**src/rtl/barrett_mulred_pipe_if.sv**
```systemverilog
// Operand/result handshake bundle for the Barrett multiply-reduce pipeline.
// The slave side is the reducer; the master side is whoever feeds and drains it.
interface barrett_mulred_pipe_if #(
   parameter int QW   = 12,
   parameter int TAGW = 4
);
   logic            in_valid_i;
   logic            in_ready_o;
   logic [QW-1:0]   a_i;
   logic [QW-1:0]   b_i;
   logic [TAGW-1:0] tag_i;
   logic            out_valid_o;
   logic            out_ready_i;
   logic [QW-1:0]   res_o;
   logic [TAGW-1:0] tag_o;
   logic            err_o;

   // Valid/ready: a beat moves on a rising edge where valid and ready are both 1.
   // Valid, once raised, holds with its data until it is taken.
   modport slave (
      input  in_valid_i, a_i, b_i, tag_i, out_ready_i,
      output in_ready_o, out_valid_o, res_o, tag_o, err_o
   );

   modport master (
      output in_valid_i, a_i, b_i, tag_i, out_ready_i,
      input  in_ready_o, out_valid_o, res_o, tag_o, err_o
   );
endinterface

```
**src/rtl/barrett_mulred_pipe.sv**
```systemverilog
// Three-stage (a*b) mod Q with Barrett reduction: multiply, quotient estimate, correct.
// All stages advance together whenever the output register is free or being drained.
module barrett_mulred_pipe #(
   parameter int Q    = 3329,
   parameter int QW   = 12,
   parameter int TAGW = 4
) (
   input  logic clk_i,
   input  logic rst_i,
   input  logic flush_i,
   barrett_mulred_pipe_if.slave bus
);
   localparam int PW = 2 * QW;
   localparam int K  = 2 * QW;
   localparam longint unsigned M_L = (64'd1 << K) / Q;
   localparam int MW = $clog2(M_L + 1);
   localparam logic [MW-1:0]    M   = MW'(M_L);
   localparam logic [QW-1:0]    Q_A = QW'(Q);
   localparam logic [QW+1:0]    Q_N = (QW + 2)'(Q);

   logic adv;

   logic            v1_q, v1_d;
   logic [PW-1:0]   p1_q, p1_d;
   logic            err1_q, err1_d;
   logic [TAGW-1:0] tag1_q, tag1_d;

   logic            v2_q, v2_d;
   logic [PW-1:0]   p2_q, p2_d;
   logic [QW:0]     t2_q, t2_d;
   logic            err2_q, err2_d;
   logic [TAGW-1:0] tag2_q, tag2_d;

   logic            out_valid_q, out_valid_d;
   logic [QW-1:0]   res_q, res_d;
   logic [TAGW-1:0] tag_out_q, tag_out_d;
   logic            err_out_q, err_out_d;

   logic [PW+MW-1:0] pm;
   logic [PW+MW-1:0] pm_sh;
   logic [QW+1:0]    tq;
   logic [QW+1:0]    r0;
   logic [QW+2:0]    d1;
   logic [QW+1:0]    r1;
   logic [QW+2:0]    d2;
   logic [QW+1:0]    r2;

   always_comb begin
      adv = !out_valid_q | bus.out_ready_i;

      v1_d        = v1_q;
      p1_d        = p1_q;
      err1_d      = err1_q;
      tag1_d      = tag1_q;
      v2_d        = v2_q;
      p2_d        = p2_q;
      t2_d        = t2_q;
      err2_d      = err2_q;
      tag2_d      = tag2_q;
      out_valid_d = out_valid_q;
      res_d       = res_q;
      tag_out_d   = tag_out_q;
      err_out_d   = err_out_q;

      pm    = (PW + MW)'(p1_q) * (PW + MW)'(M);
      pm_sh = pm >> K;

      // r0 < 2Q for any p < 2^K, so two conditional subtractions always suffice.
      tq = {1'b0, t2_q} * Q_N;
      r0 = p2_q[QW+1:0] - tq;
      d1 = {1'b0, r0} - {1'b0, Q_N};
      r1 = d1[QW+2] ? r0 : d1[QW+1:0];
      d2 = {1'b0, r1} - {1'b0, Q_N};
      r2 = d2[QW+2] ? r1 : d2[QW+1:0];

      if (adv) begin
         v1_d        = bus.in_valid_i;
         p1_d        = PW'(bus.a_i) * PW'(bus.b_i);
         err1_d      = (bus.a_i >= Q_A) | (bus.b_i >= Q_A);
         tag1_d      = bus.tag_i;
         v2_d        = v1_q;
         p2_d        = p1_q;
         t2_d        = pm_sh[QW:0];
         err2_d      = err1_q;
         tag2_d      = tag1_q;
         out_valid_d = v2_q;
         res_d       = r2[QW-1:0];
         tag_out_d   = tag2_q;
         err_out_d   = err2_q;
      end

      if (flush_i) begin
         v1_d        = 1'b0;
         v2_d        = 1'b0;
         out_valid_d = 1'b0;
      end
   end

   always_ff @(posedge clk_i or posedge rst_i) begin
      if (rst_i) begin
         v1_q        <= 1'b0;
         p1_q        <= '0;
         err1_q      <= 1'b0;
         tag1_q      <= '0;
         v2_q        <= 1'b0;
         p2_q        <= '0;
         t2_q        <= '0;
         err2_q      <= 1'b0;
         tag2_q      <= '0;
         out_valid_q <= 1'b0;
         res_q       <= '0;
         tag_out_q   <= '0;
         err_out_q   <= 1'b0;
      end else begin
         v1_q        <= v1_d;
         p1_q        <= p1_d;
         err1_q      <= err1_d;
         tag1_q      <= tag1_d;
         v2_q        <= v2_d;
         p2_q        <= p2_d;
         t2_q        <= t2_d;
         err2_q      <= err2_d;
         tag2_q      <= tag2_d;
         out_valid_q <= out_valid_d;
         res_q       <= res_d;
         tag_out_q   <= tag_out_d;
         err_out_q   <= err_out_d;
      end
   end

   assign bus.in_ready_o  = adv;
   assign bus.out_valid_o = out_valid_q;
   assign bus.res_o       = res_q;
   assign bus.tag_o       = tag_out_q;
   assign bus.err_o       = err_out_q;
endmodule

```
**src/flat_wrapper.sv**
```systemverilog
// flat-port wrapper written by rule: the top's interface ports become plain ports
module barrett_mulred_pipe_flat 
#(
   parameter int Q    = 3329,
   parameter int QW   = 12,
   parameter int TAGW = 4
)
  (clk_i, rst_i, flush_i, bus_in_valid_i, bus_a_i, bus_b_i, bus_tag_i, bus_out_ready_i, bus_in_ready_o, bus_out_valid_o, bus_res_o, bus_tag_o, bus_err_o);
  barrett_mulred_pipe_if #(.QW(QW), .TAGW(TAGW)) bus_i ();
  input  logic clk_i;
  input  logic rst_i;
  input  logic flush_i;
  input wire logic [$bits(bus_i.in_valid_i)-1:0] bus_in_valid_i;
  input wire logic [$bits(bus_i.a_i)-1:0] bus_a_i;
  input wire logic [$bits(bus_i.b_i)-1:0] bus_b_i;
  input wire logic [$bits(bus_i.tag_i)-1:0] bus_tag_i;
  input wire logic [$bits(bus_i.out_ready_i)-1:0] bus_out_ready_i;
  output wire logic [$bits(bus_i.in_ready_o)-1:0] bus_in_ready_o;
  output wire logic [$bits(bus_i.out_valid_o)-1:0] bus_out_valid_o;
  output wire logic [$bits(bus_i.res_o)-1:0] bus_res_o;
  output wire logic [$bits(bus_i.tag_o)-1:0] bus_tag_o;
  output wire logic [$bits(bus_i.err_o)-1:0] bus_err_o;
  assign bus_i.in_valid_i = bus_in_valid_i;
  assign bus_i.a_i = bus_a_i;
  assign bus_i.b_i = bus_b_i;
  assign bus_i.tag_i = bus_tag_i;
  assign bus_i.out_ready_i = bus_out_ready_i;
  assign bus_in_ready_o = bus_i.in_ready_o;
  assign bus_out_valid_o = bus_i.out_valid_o;
  assign bus_res_o = bus_i.res_o;
  assign bus_tag_o = bus_i.tag_o;
  assign bus_err_o = bus_i.err_o;
  barrett_mulred_pipe #(.Q(Q), .QW(QW), .TAGW(TAGW)) u_core (.clk_i(clk_i), .rst_i(rst_i), .flush_i(flush_i), .bus(bus_i));
endmodule
```
**config.mk**
```make
export PLATFORM = sky130hd
export DESIGN_NAME = barrett_mulred_pipe_flat
export DESIGN_NICKNAME = d
export VERILOG_FILES = /design/src/rtl/barrett_mulred_pipe_if.sv /design/src/rtl/barrett_mulred_pipe.sv /design/src/flat_wrapper.sv
export SDC_FILE = /design/constraint.sdc
export NUM_CORES = 1
export LEC_CHECK = 0
export CORE_MARGIN = 5
export CORE_UTILIZATION = 45
export CTS_CLUSTER_SIZE = 12
export DETAILED_ROUTE_END_ITERATION = 10
export DONT_BUFFER_PORTS = 1
export GPL_TIMING_DRIVEN = 0
export SLEW_MARGIN = 15
export SYNTH_ARGS = -nofsm -noshare
export SYNTH_HDL_FRONTEND = slang
export SYNTH_SLANG_ARGS = --single-unit
```
**constraint.sdc**
```tcl
create_clock -name clk_i -period 8.3 [get_ports clk_i]
set_input_delay 1.66 -clock clk_i [delete_from_list [all_inputs] [get_ports clk_i]]
set_output_delay 1.66 -clock clk_i [all_outputs]
set_load 0.1 [all_outputs]
```
# Yosys cells after proc, flatten, opt, wreduce, memory -nomap -nowiden
# Index checks and enable logic that the tools add are counted.
[op_classes] addsub=3 mul=3 div_mod_pow=0 n_lt_le_gt_ge=2 eq_ne=0 shift=0 n_mux=8 n_bitwise=2 n_reduce_logical=2
[ops] operator="$mul A24 B13 Y37 const B" n=1
[ops] operator="$sub A14 B12 Y15 const B" n=2
[ops] operator="$ge A12 B12 Y1 const B" n=2
[ops] operator="$mul A12 B12 Y24" n=1
[ops] operator="$mul A13 B12 Y14 const B" n=1
[ops] operator="$mux W14" n=1
[ops] operator="$sub A14 B14 Y14" n=1
[ops] operator="$mux W12" n=1
[ops] operator="$mux W1" n=6
[ops] operator="$or A1 B1 Y1" n=2
[ops] operator="$reduce_bool A2 Y1" n=1
[ops] operator="$logic_not A1 Y1" n=1
[word_totals] regBits=81 latch_bits=0 mem_bits_rw=0 rom_bits=0 output_inout_bits=19 mem_count=0

# Longest topological paths before layout
# Gate-level depths: netlist of the first run.
[depth] depth_word=6 mapped_depth=25 mapped_depth_nobuf=24

# Worst setup path after synthesis of the first run
# Ideal clock, no wire load.
[synth_timing] kind="input port to flip-flop" start="input bus_a_i[3]" end="register u_core.p1_q[22]" setup_time_ns=0.095 t_arrival_ns=6.517 required_time_ns=8.205 setup_slack_ns=1.687 cell_stages=22 n_path_buf=1 cell_sequence="clkbuf_1 > nand2_1 > fa_1 > inv_1 > ha_1 > fa_1 > inv_1 > fa_1 > fa_1 > inv_1 > ha_1 > o21ai_0 > a21boi_0 > o21ai_0 > a21boi_0 > o21ai_0 > a21boi_0 > o21ai_0 > a211oi_1 > o311ai_0 > and3_1 > o31ai_1"
[synth_via] elab_chain_cells=1
[synth_rtl] item="from (decl)" line="flat_wrapper.sv:14" source="input wire logic [$bits(bus_i.a_i)-1:0] bus_a_i;"
[synth_rtl] item="$mul A12 B12 Y24" line="barrett_mulred_pipe.sv:78" source="p1_d = PW'(bus.a_i) * PW'(bus.b_i);"
[synth_rtl] item="to (signal assigned)" line="barrett_mulred_pipe.sv:116" source="p1_q <= p1_d;"
[synth_rtl] item="to (decl)" line="barrett_mulred_pipe.sv:24" source="logic [PW-1:0] p1_q, p1_d;"
# No other way between the ends.
# A chain may end at the register's enable or synchronous reset.

# Worst setup path after layout of the first run
# Ends and elaborated chain as after synthesis.

==> results of run 1 <==
-- cells in the mapped netlist, drive strengths merged (8+ instances only) --
library cell  count  share of area
nand2           226          0.057
fa              236           0.32
clkbuf           42          0.011
o31ai             9         0.0045
a31oi             9         0.0038
xnor2            33          0.019
o21ai            45          0.016
inv             322          0.081
o211ai            9         0.0045
and2             57          0.024
xor2             25          0.015
a21boi            9         0.0048
or3              11         0.0046
a21oi            55          0.018
nor3             24         0.0080
o21a              9         0.0050
nor2             60          0.015
a211oi            9         0.0045
a21o              8         0.0040
buf               9         0.0025
dfrtp            81           0.14
ha              225           0.19
nand3            18         0.0064
-- flip-flops by register name, indices dropped and copies added (netlist names) --
name                    cells
u_core.err1_q               1
u_core.v1_q                 1
u_core.t2_q                13
u_core.p1_q                24
u_core.bus.res_o           12
u_core.err2_q               1
u_core.bus.out_valid_o      1
u_core.v2_q                 1
u_core.tag1_q               4
u_core.bus.tag_o            4
u_core.tag2_q               4
u_core.p2_q                14
u_core.bus.err_o            1
-- path summary, 6_finish.rpt --
| path | startpoint | to | slack (ns) |
|---|---|---|---|
| min in group asynchronous | rst_i | u_core.bus.tag_o[3] | 1.13 |
| worst min register to register | u_core.tag1_q[2] | u_core.tag1_q[2] | 0.47 |
| max in group asynchronous | rst_i | u_core.p2_q[0] | 6.56 |
| worst min-delay path | u_core.tag1_q[2] | u_core.tag1_q[2] | 0.47 |
| worst max register to register | u_core.t2_q[0] | u_core.bus.res_o[8] | 1.46 |
| worst max-delay path | bus_a_i[3] | u_core.p1_q[22] | 0.91 |
-- metrics by stage --
| step | hold slack [ns] | setup slack [ns] | cell area (µm²) | std cells | utilization |
|---|---|---|---|---|---|
| 2_1_floorplan | 0.439 | 1.69 | 15000 | 1620 | - |
| 3_5_place_dp | 0.456 | 0.592 | 15600 | 2063 | 0.476 |
| 3_3_place_gp | 0.450 | 0.718 | 15500 | 2062 | 0.475 |
| 4_1_cts | 0.473 | 0.934 | 15800 | 2079 | 0.485 |
| 6_report | 0.469 | 0.912 | 15800 | 2079 | 0.485 |
| 5_1_grt | 0.498 | 0.362 | 15800 | 2079 | 0.485 |
-- layer usage --
metal / up-vias / track usage / part of all wire
met2: 187 / 0.314 / 0.47
met1: 5405 / 0.283 / 0.47
met4: 0 / 0.0304 / 0.011
met5: - / 0 / 0
met3: 24 / 0.0322 / 0.046
li1: 5188 / - / -
-- worst reg2reg max path, cell delays in order (launching register included) --
cell and delay, ns:
dfrtp_1 0.49, fa_1 0.47, fa_1 0.52, ha_1 0.15
inv_1 0.05, fa_1 0.45, ha_1 0.30, buf_2 0.18
a21oi_1 0.29, a211o_1 0.19, nand3_2 0.13, or3_1 0.39
buf_2 0.17, o41ai_4 0.40, a211o_4 0.25, nand2_2 0.16
xor2_1 0.39, ha_1 0.29, nand2_1 0.06, mux2_4 0.32
o32a_4 0.35, o21ai_4 0.29, nor3_1 0.12, o41ai_2 0.34
-- logic make-up (layout without fill, tap and decap cells) --
logic type	count (synthesis)	in the layout	share of synthesized area
buf+inv	373	390	0.0938
compound gates	208	208	0.0967
mux	7	7	0.00518
fa+ha+maj	461	461	0.504
simple gates	432	432	0.132
flops	81	81	0.135
xor+xnor	58	58	0.0339
-- layout make-up --
cell class,count,area share
Buffer,51,0.0125
Clock inverter,7,0.00395
Sequential cell,81,0.128
Inverter,322,0.0764
Tap cell,442,0.0349
Timing Repair Buffer,1,0.00174
Multi-Input combinational cell,1166,0.728
Clock buffer,9,0.0142
==> impl_metrics.json, run 1 <==
{
  "critPathMaxFanout": 10,
  "critPathBufInv": 4,
  "nNetsFinal": 2126,
  "cp-start-kind": "input port",
  "hold_depth": 2,
  "pin_count": 52,
  "vias": 10800,
  "holdBufCountCts": 0,
  "setup_viol": 0,
  "synthCells": 1620,
  "endpoint_kind": "flop",
  "cts_setup_buffers": 0,
  "drt_pass1_iterations": 5,
  "required_ns": 8.57,
  "hold_violations": 0,
  "arrival_ns": 7.65,
  "rsz0062_at_grt": "no",
  "ys_async_sr_fraction": 1.00,
  "syn_to_final_growth_pct": 5.82,
  "routed_via_density": 5.20,
  "wl_um": 34000,
  "ant_nets": 0,
  "die-area_um2": 37000,
  "max_slew_margin": 0.379,
  "antenna_found_initial": 0,
  "final_cell_mix": "inv_1 (321), fa_1 (236), nand2_1 (225), ha_1 (225), dfrtp_1 (81)",
  "worst_pin_slew_ns": 0.932,
  "die_h_um": 192,
  "gp_congestion": 0.873,
  "clk_pin_slew_ns": 0.07,
  "drt_iter0_markers": 615,
  "path_cells": "clkbuf_1 > nand2_1 > fa_1 > inv_1 > ha_1 > fa_1 > inv_1 > fa_1 > fa_1 > inv_1 > ha_1 > o21ai_0 > a21boi_0 > o21ai_0 > a21boi_0 > o21ai_0 > a21boi_0 > o21ai_0 > a211oi_1 > o311ai_0 > and3_1 > o31ai_1",
  "cts_buffer_depth": 2,
  "cts_tree": "done",
  "ys_seq_area_frac": 0.135,
  "period_minus_slack_ns": 7.39,
  "synthesis.nets": 2114,
  "yosysWarnings": 0,
  "syn_area_um2": 15000,
  "status": "finished clean",
  "period_share": 0.890,
  "multi_input_area_um2": 11500,
  "wl_per_cell_um": 16.4,
  "hold_class": "flop to flop",
  "grt_pass1_wl_um": 57800,
  "antenna_cells": 0,
  "cts_buffers": 9,
  "die_w_um": 192,
  "portBuffers": 0,
  "critPathTopFamily": "adder cells",
  "cts.sink_count": 81,
  "synth.avg_cell_area_um2": 9.24,
  "path_depth": 22,
  "clock_skew_ns": 0.0131,
  "placementRows": 66,
  "drv_slew": 0,
  "ys_ff_latch": 81,
  "synthFlopType": "dfrtp_1",
  "remaining_drc_errors": 0,
  "root_buffer": "clkbuf_16",
  "layout_commonest_cell": "inv_1",
  "dp_hpwl_um": 28300,
  "core_um2": 32700,
  "slowest_stage": "fa_1",
  "tns_ns": 0,
  "crit_path_max_incr_delay_ns": 0.57,
  "drive_gt1_frac": 0.0226,
  "post_cts_resized": 0,
  "overflow": 0,
  "fillers": 3182,
  "clk_latency_ns": 0.36,
  "start_util": 0.458,
  "grt_util_all_layers": 0.194,
  "grt_pass1_vias": 11300,
  "fmax_mhz": 135,
  "maxCapViolCount": 0,
  "synth_edf_count": 0,
  "ff2ff_path_depth": 23,
  "cts_htree_levels": 3,
  "seqCellArea_um2": 2030,
  "synth.distinct_cells": 76,
  "grt_max_degree": 60,
  "path_class": "input port to flop"
}
Power of run 1 is left out: the tool's default activity adds up to more than one toggle a clock period on the data nets, which glitch-free logic cannot reach.
==> run 2: changes to the inputs <==
--- a/config.mk
+++ b/config.mk
@@ -11,7 +11,7 @@
 export DETAILED_ROUTE_END_ITERATION = 10
 export DONT_BUFFER_PORTS = 1
 export GPL_TIMING_DRIVEN = 0
-export SLEW_MARGIN = 15
+export SLEW_MARGIN = 5
 export SYNTH_ARGS = -nofsm -noshare
 export SYNTH_HDL_FRONTEND = slang
 export SYNTH_SLANG_ARGS = --single-unit
==> constraint.sdc (replaced) <==
create_clock -name clk_i -period 7.8 [get_ports clk_i]
set_input_delay 1.56 -clock clk_i [delete_from_list [all_inputs] [get_ports clk_i]]
set_output_delay 1.56 -clock clk_i [all_outputs]
set_load 0.1 [all_outputs]
==> run 2 against run 1 <==
Against the previous run:
- cell count about the same
- first-iteration DRC count decreased by 12%
- clock-buffer cell count unchanged
- register-to-register slack got worse by 0.57 ns
- non-clock buffer count unchanged
- critical path depth unchanged
- flip-flop and latch count unchanged
- die area unchanged
- sequential share of layout area about the same
==> impl_metrics.json, run 2 (synthesis results as in run 1) <==
{
  "status": "finished clean",
  "die_h_um": 192,
  "drive_gt1_frac": 0.0238,
  "min_to": "u_core.tag1_q[2]",
  "die-area_um2": 37000,
  "drt_pass1_iterations": 5,
  "antenna_cells": 0,
  "worst_pin_slew_ns": 0.931,
  "pre_cts_ws_ns": 0.212,
  "clk_latency_ns": 0.35,
  "fillers": 3148,
  "pin_count": 52,
  "ant_nets": 0,
  "overflow": 0,
  "arrival_ns": 7.40,
  "cts_tree": "done",
  "rsz0062_at_grt": "no",
  "largest_register": "u_core.p1_q",
  "routed_via_density": 5.19,
  "drv_slew": 0,
  "crit_path_max_incr_delay_ns": 0.53,
  "period_minus_slack_ns": 7.15,
  "required_ns": 8.06,
  "largest_reg_flops": 24,
  "maxCapViolCount": 0,
  "die_w_um": 192,
  "root_buffer": "clkbuf_16",
  "path_class": "input port to flop",
  "layout_commonest_cell": "inv_1",
  "ff2ff_path_depth": 23,
  "endpoint_kind": "flop",
  "layout_setup_ws_ns": 0.655,
  "post-place-cells": 2063,
  "slowest_stage": "fa_1",
  "drt_iter0_markers": 541,
  "cts_buffer_depth": 2,
  "grt_pass1_wl_um": 57600,
  "r2r_setup_slack_ns": 0.89,
  "hold_depth": 2,
  "stdcell_count": 2078,
  "hold_class": "flop to flop",
  "setup_viol": 0,
  "placementRows": 66,
  "seqCellArea_um2": 2030,
  "antenna_found_initial": 0,
  "fmax_mhz": 140,
  "reg.largest.list": "u_core.p1_q (24), u_core.p2_q (14), u_core.t2_q (13)",
  "portBuffers": 0,
  "syn_to_final_growth_pct": 5.88,
  "dp_hpwl_um": 28500,
  "clock_skew_ns": 0.00839,
  "clk_pin_slew_ns": 0.06,
  "tns_ns": 0,
  "worstReg2RegStart": "u_core.t2_q[0]",
  "grt_pass1_vias": 11200,
  "critPathMaxFanout": 10,
  "wl_um": 34100,
  "hold_violations": 0,
  "cts_setup_buffers": 0,
  "grt_max_degree": 64,
  "cts_buffers": 9,
  "post_cts_resized": 0,
  "final_cell_mix": "inv_1 (321), fa_1 (236), nand2_1 (225), ha_1 (225), dfrtp_1 (81)",
  "cts.sink_count": 81,
  "cts_htree_levels": 3,
  "period_share": 0.916,
  "holdBufCountCts": 0,
  "nNetsFinal": 2126,
  "cp-start-kind": "input port",
  "hp-start": "u_core.tag1_q[2]",
  "utilization": 0.485,
  "core_um2": 32700,
  "vias": 10800,
  "max_slew_margin": 0.379,
  "start_util": 0.458,
  "remaining_drc_errors": 0,
  "gp_congestion": 0.873,
  "path_cells": "clkbuf_1 > nand2_1 > fa_1 > inv_1 > ha_1 > fa_1 > inv_1 > fa_1 > fa_1 > inv_1 > ha_1 > o21ai_0 > a21boi_0 > o21ai_0 > a21boi_0 > o21ai_0 > a21boi_0 > o21ai_0 > a211oi_1 > o311ai_0 > and3_1 > o31ai_1",
  "multi_input_area_um2": 11500,
  "timing.rr.end": "u_core.bus.res_o[8]",
  "wl_per_cell_um": 16.4,
  "grt_util_all_layers": 0.194
}
-- run 2: metrics by stage --
step,hold WS [ns],instance area (µm²)
2_1_floorplan,0.439,15000
3_3_place_gp,0.450,15500
3_5_place_dp,0.457,15600
4_1_cts,0.471,15900
5_1_grt,0.499,15900
6_report,0.472,15900
-- run 2: area by class of cell --
class	instances	area share
multi-input combinational	1166	0.728
clock buffer	9	0.0142
tap	442	0.0349
timing repair buffer	1	0.00174
inverter	322	0.0764
buffer	51	0.0127
sequential	81	0.128
clock inverter	6	0.00426
-- run 2: worst max-delay path by stage --
stage / start / to / slack (ns) / cells past startpoint
floorplan: bus_a_i[3] / u_core.p1_q[22] / 1.29 / 22
global placement: bus_a_i[3] / u_core.p1_q[22] / 0.32 / 22
detailed placement: bus_a_i[3] / u_core.p1_q[22] / 0.21 / 22
CTS: bus_a_i[3] / u_core.p1_q[22] / 0.54 / 22
global route: bus_a_i[1] / u_core.p1_q[22] / 0.01 / 25
finish: bus_b_i[4] / u_core.p1_q[22] / 0.65 / 22
-- run 2: layer usage --
metal / up-vias / track usage / part of all wire
li1: 5172 / - / -
met1: 5372 / 0.281 / 0.46
met2: 220 / 0.313 / 0.47
met3: 28 / 0.0336 / 0.052
met4: 0 / 0.0351 / 0.014
met5: - / 0 / 0
-- run 2: critical path, delay by kind of cell --
| kind | cells | cell delay [ns] |
|---|---|---|
| AOI/OAI and AO/OA | 10 | 2.39 |
| adders and majority gates | 6 | 2.46 |
| buffers and inverters | 4 | 0.57 |
| and+or+nand+nor | 2 | 0.40 |
Power of run 2 is left out for the same reason.
==> run 3: changes to the inputs <==
==> constraint.sdc (replaced) <==
create_clock -name clk_i -period 9.2 [get_ports clk_i]
set_input_delay 1.84 -clock clk_i [delete_from_list [all_inputs] [get_ports clk_i]]
set_output_delay 1.84 -clock clk_i [all_outputs]
set_load 0.1 [all_outputs]
==> run 3 against run 2 <==
Against the previous run:
- critical path depth is the same
- routed wire length is essentially flat
- clock skew is essentially flat
- largest cell class unchanged
- clock-buffer cell count is the same
- worst hold slack is the same
- cell count is the same
- critical endpoint unchanged
- first-iteration DRC count shrank 3.0%
==> impl_metrics.json, run 3 (synthesis results as in run 1) <==
{
  "drt_pass1_iterations": 5,
  "maxCapViolCount": 0,
  "holdBufCountCts": 0,
  "wl_per_cell_um": 16.4,
  "wl_um": 34100,
  "root_buffer": "clkbuf_16",
  "cts.sink_count": 81,
  "period_minus_slack_ns": 7.55,
  "fillers": 3146,
  "clock_skew_ns": 0.00838,
  "antenna_found_initial": 0,
  "endpoint_kind": "flop",
  "max_slew_margin": 0.379,
  "cts_buffers": 9,
  "clk_pin_slew_ns": 0.06,
  "largest_register": "u_core.p1_q",
  "setup_viol": 0,
  "routed_via_density": 5.18,
  "gp_congestion": 0.873,
  "arrival_ns": 7.80,
  "largest_reg_flops": 24,
  "worstReg2RegStart": "u_core.t2_q[0]",
  "ant_nets": 0,
  "cts_buffer_depth": 2,
  "required_ns": 9.46,
  "hp-start": "u_core.tag1_q[2]",
  "drt_iter0_markers": 525,
  "portBuffers": 0,
  "nNetsFinal": 2126,
  "hold_class": "flop to flop",
  "die-area_um2": 37000,
  "cts_setup_buffers": 0,
  "rsz0062_at_grt": "no",
  "hold_violations": 0,
  "fmax_mhz": 133,
  "dp_hpwl_um": 28500,
  "worst_pin_slew_ns": 0.931,
  "cts_htree_levels": 3,
  "die_w_um": 192,
  "reg.largest.list": "u_core.p1_q (24), u_core.p2_q (14), u_core.t2_q (13)",
  "status": "finished clean",
  "placementRows": 66,
  "vias": 10800,
  "layout_commonest_cell": "inv_1",
  "start_util": 0.458,
  "syn_to_final_growth_pct": 5.86,
  "drive_gt1_frac": 0.0220,
  "antenna_cells": 0,
  "grt_pass1_vias": 11200,
  "tns_ns": 0,
  "grt_pass1_wl_um": 57600,
  "cts_tree": "done",
  "critPathMaxFanout": 10,
  "crit_path_start": "bus_a_i[3]",
  "post_cts_resized": 0,
  "grt_max_degree": 64,
  "overflow": 0,
  "pin_count": 52,
  "path_class": "input port to flop",
  "remaining_drc_errors": 0,
  "final_cell_mix": "inv_1 (321), fa_1 (236), nand2_1 (225), ha_1 (225), dfrtp_1 (81)",
  "grt_util_all_layers": 0.194,
  "clk_latency_ns": 0.35,
  "die_h_um": 192,
  "period_share": 0.820,
  "drv_slew": 0,
  "cp-start-kind": "input port",
  "core_um2": 32700
}
-- run 3: final timing paths --
| kind | to | slack [ns] | cells past startpoint |
|---|---|---|---|
| worst max-delay path | u_core.p1_q[22] | 1.65 | 22 |
| worst min-delay path | u_core.tag1_q[2] | 0.47 | 2 |
| worst max register to register | u_core.bus.res_o[8] | 2.29 | 23 |
| worst min register to register | u_core.tag1_q[2] | 0.47 | 2 |
| max in group asynchronous | u_core.p2_q[0] | 7.29 | 2 |
| min in group asynchronous | u_core.p1_q[21] | 1.30 | 1 |
-- run 3: cell type report --
class                      count  area (µm²)  share of cell area
buffer                        51         198              0.0125
sequential                    81        2030               0.128
multi-input combinational   1166       11500               0.728
clock buffer                   9         225              0.0142
inverter                     322        1210              0.0764
clock inverter                 6        67.6             0.00426
timing repair buffer           1        27.5             0.00174
tap                          442         553              0.0349
-- run 3: critical path: stages --
cell and delay (ns):
clkbuf_1 0.48, nand2_1 0.17, fa_1 0.57, inv_1 0.05, ha_1 0.18, fa_1 0.48
inv_1 0.06, fa_1 0.50, fa_1 0.50, inv_1 0.04, ha_1 0.27, o21ai_0 0.10
a21boi_0 0.27, o21ai_0 0.16, a21boi_0 0.29, o21ai_0 0.17, a21boi_0 0.29, o21ai_0 0.22
a211oi_1 0.44, o311ai_0 0.27, and3_1 0.25, o31ai_1 0.18
-- run 3: metrics by stage --
stage          hold WS, ns   util  setup WS, ns  cell area (µm²)  std cells
2_1_floorplan        0.439      -          2.41            15000       1620
3_3_place_gp         0.450  0.475          1.44            15500       2062
3_5_place_dp         0.457  0.476          1.33            15600       2063
4_1_cts              0.471  0.485          1.66            15900       2078
5_1_grt              0.499  0.485          1.05            15900       2078
6_report             0.472  0.485          1.65            15900       2078
-- run 3: layer usage --
metal / share of wire / up-vias / track usage / wire length [µm]
met1: 0.47 / 5352 / 0.281 / 15900
li1: - / 5172 / - / -
met2: 0.47 / 209 / 0.313 / 16000
met3: 0.050 / 30 / 0.0336 / 1690
met5: 0 / - / 0 / 0
met4: 0.014 / 0 / 0.0351 / 483
Power of run 3 is left out for the same reason.
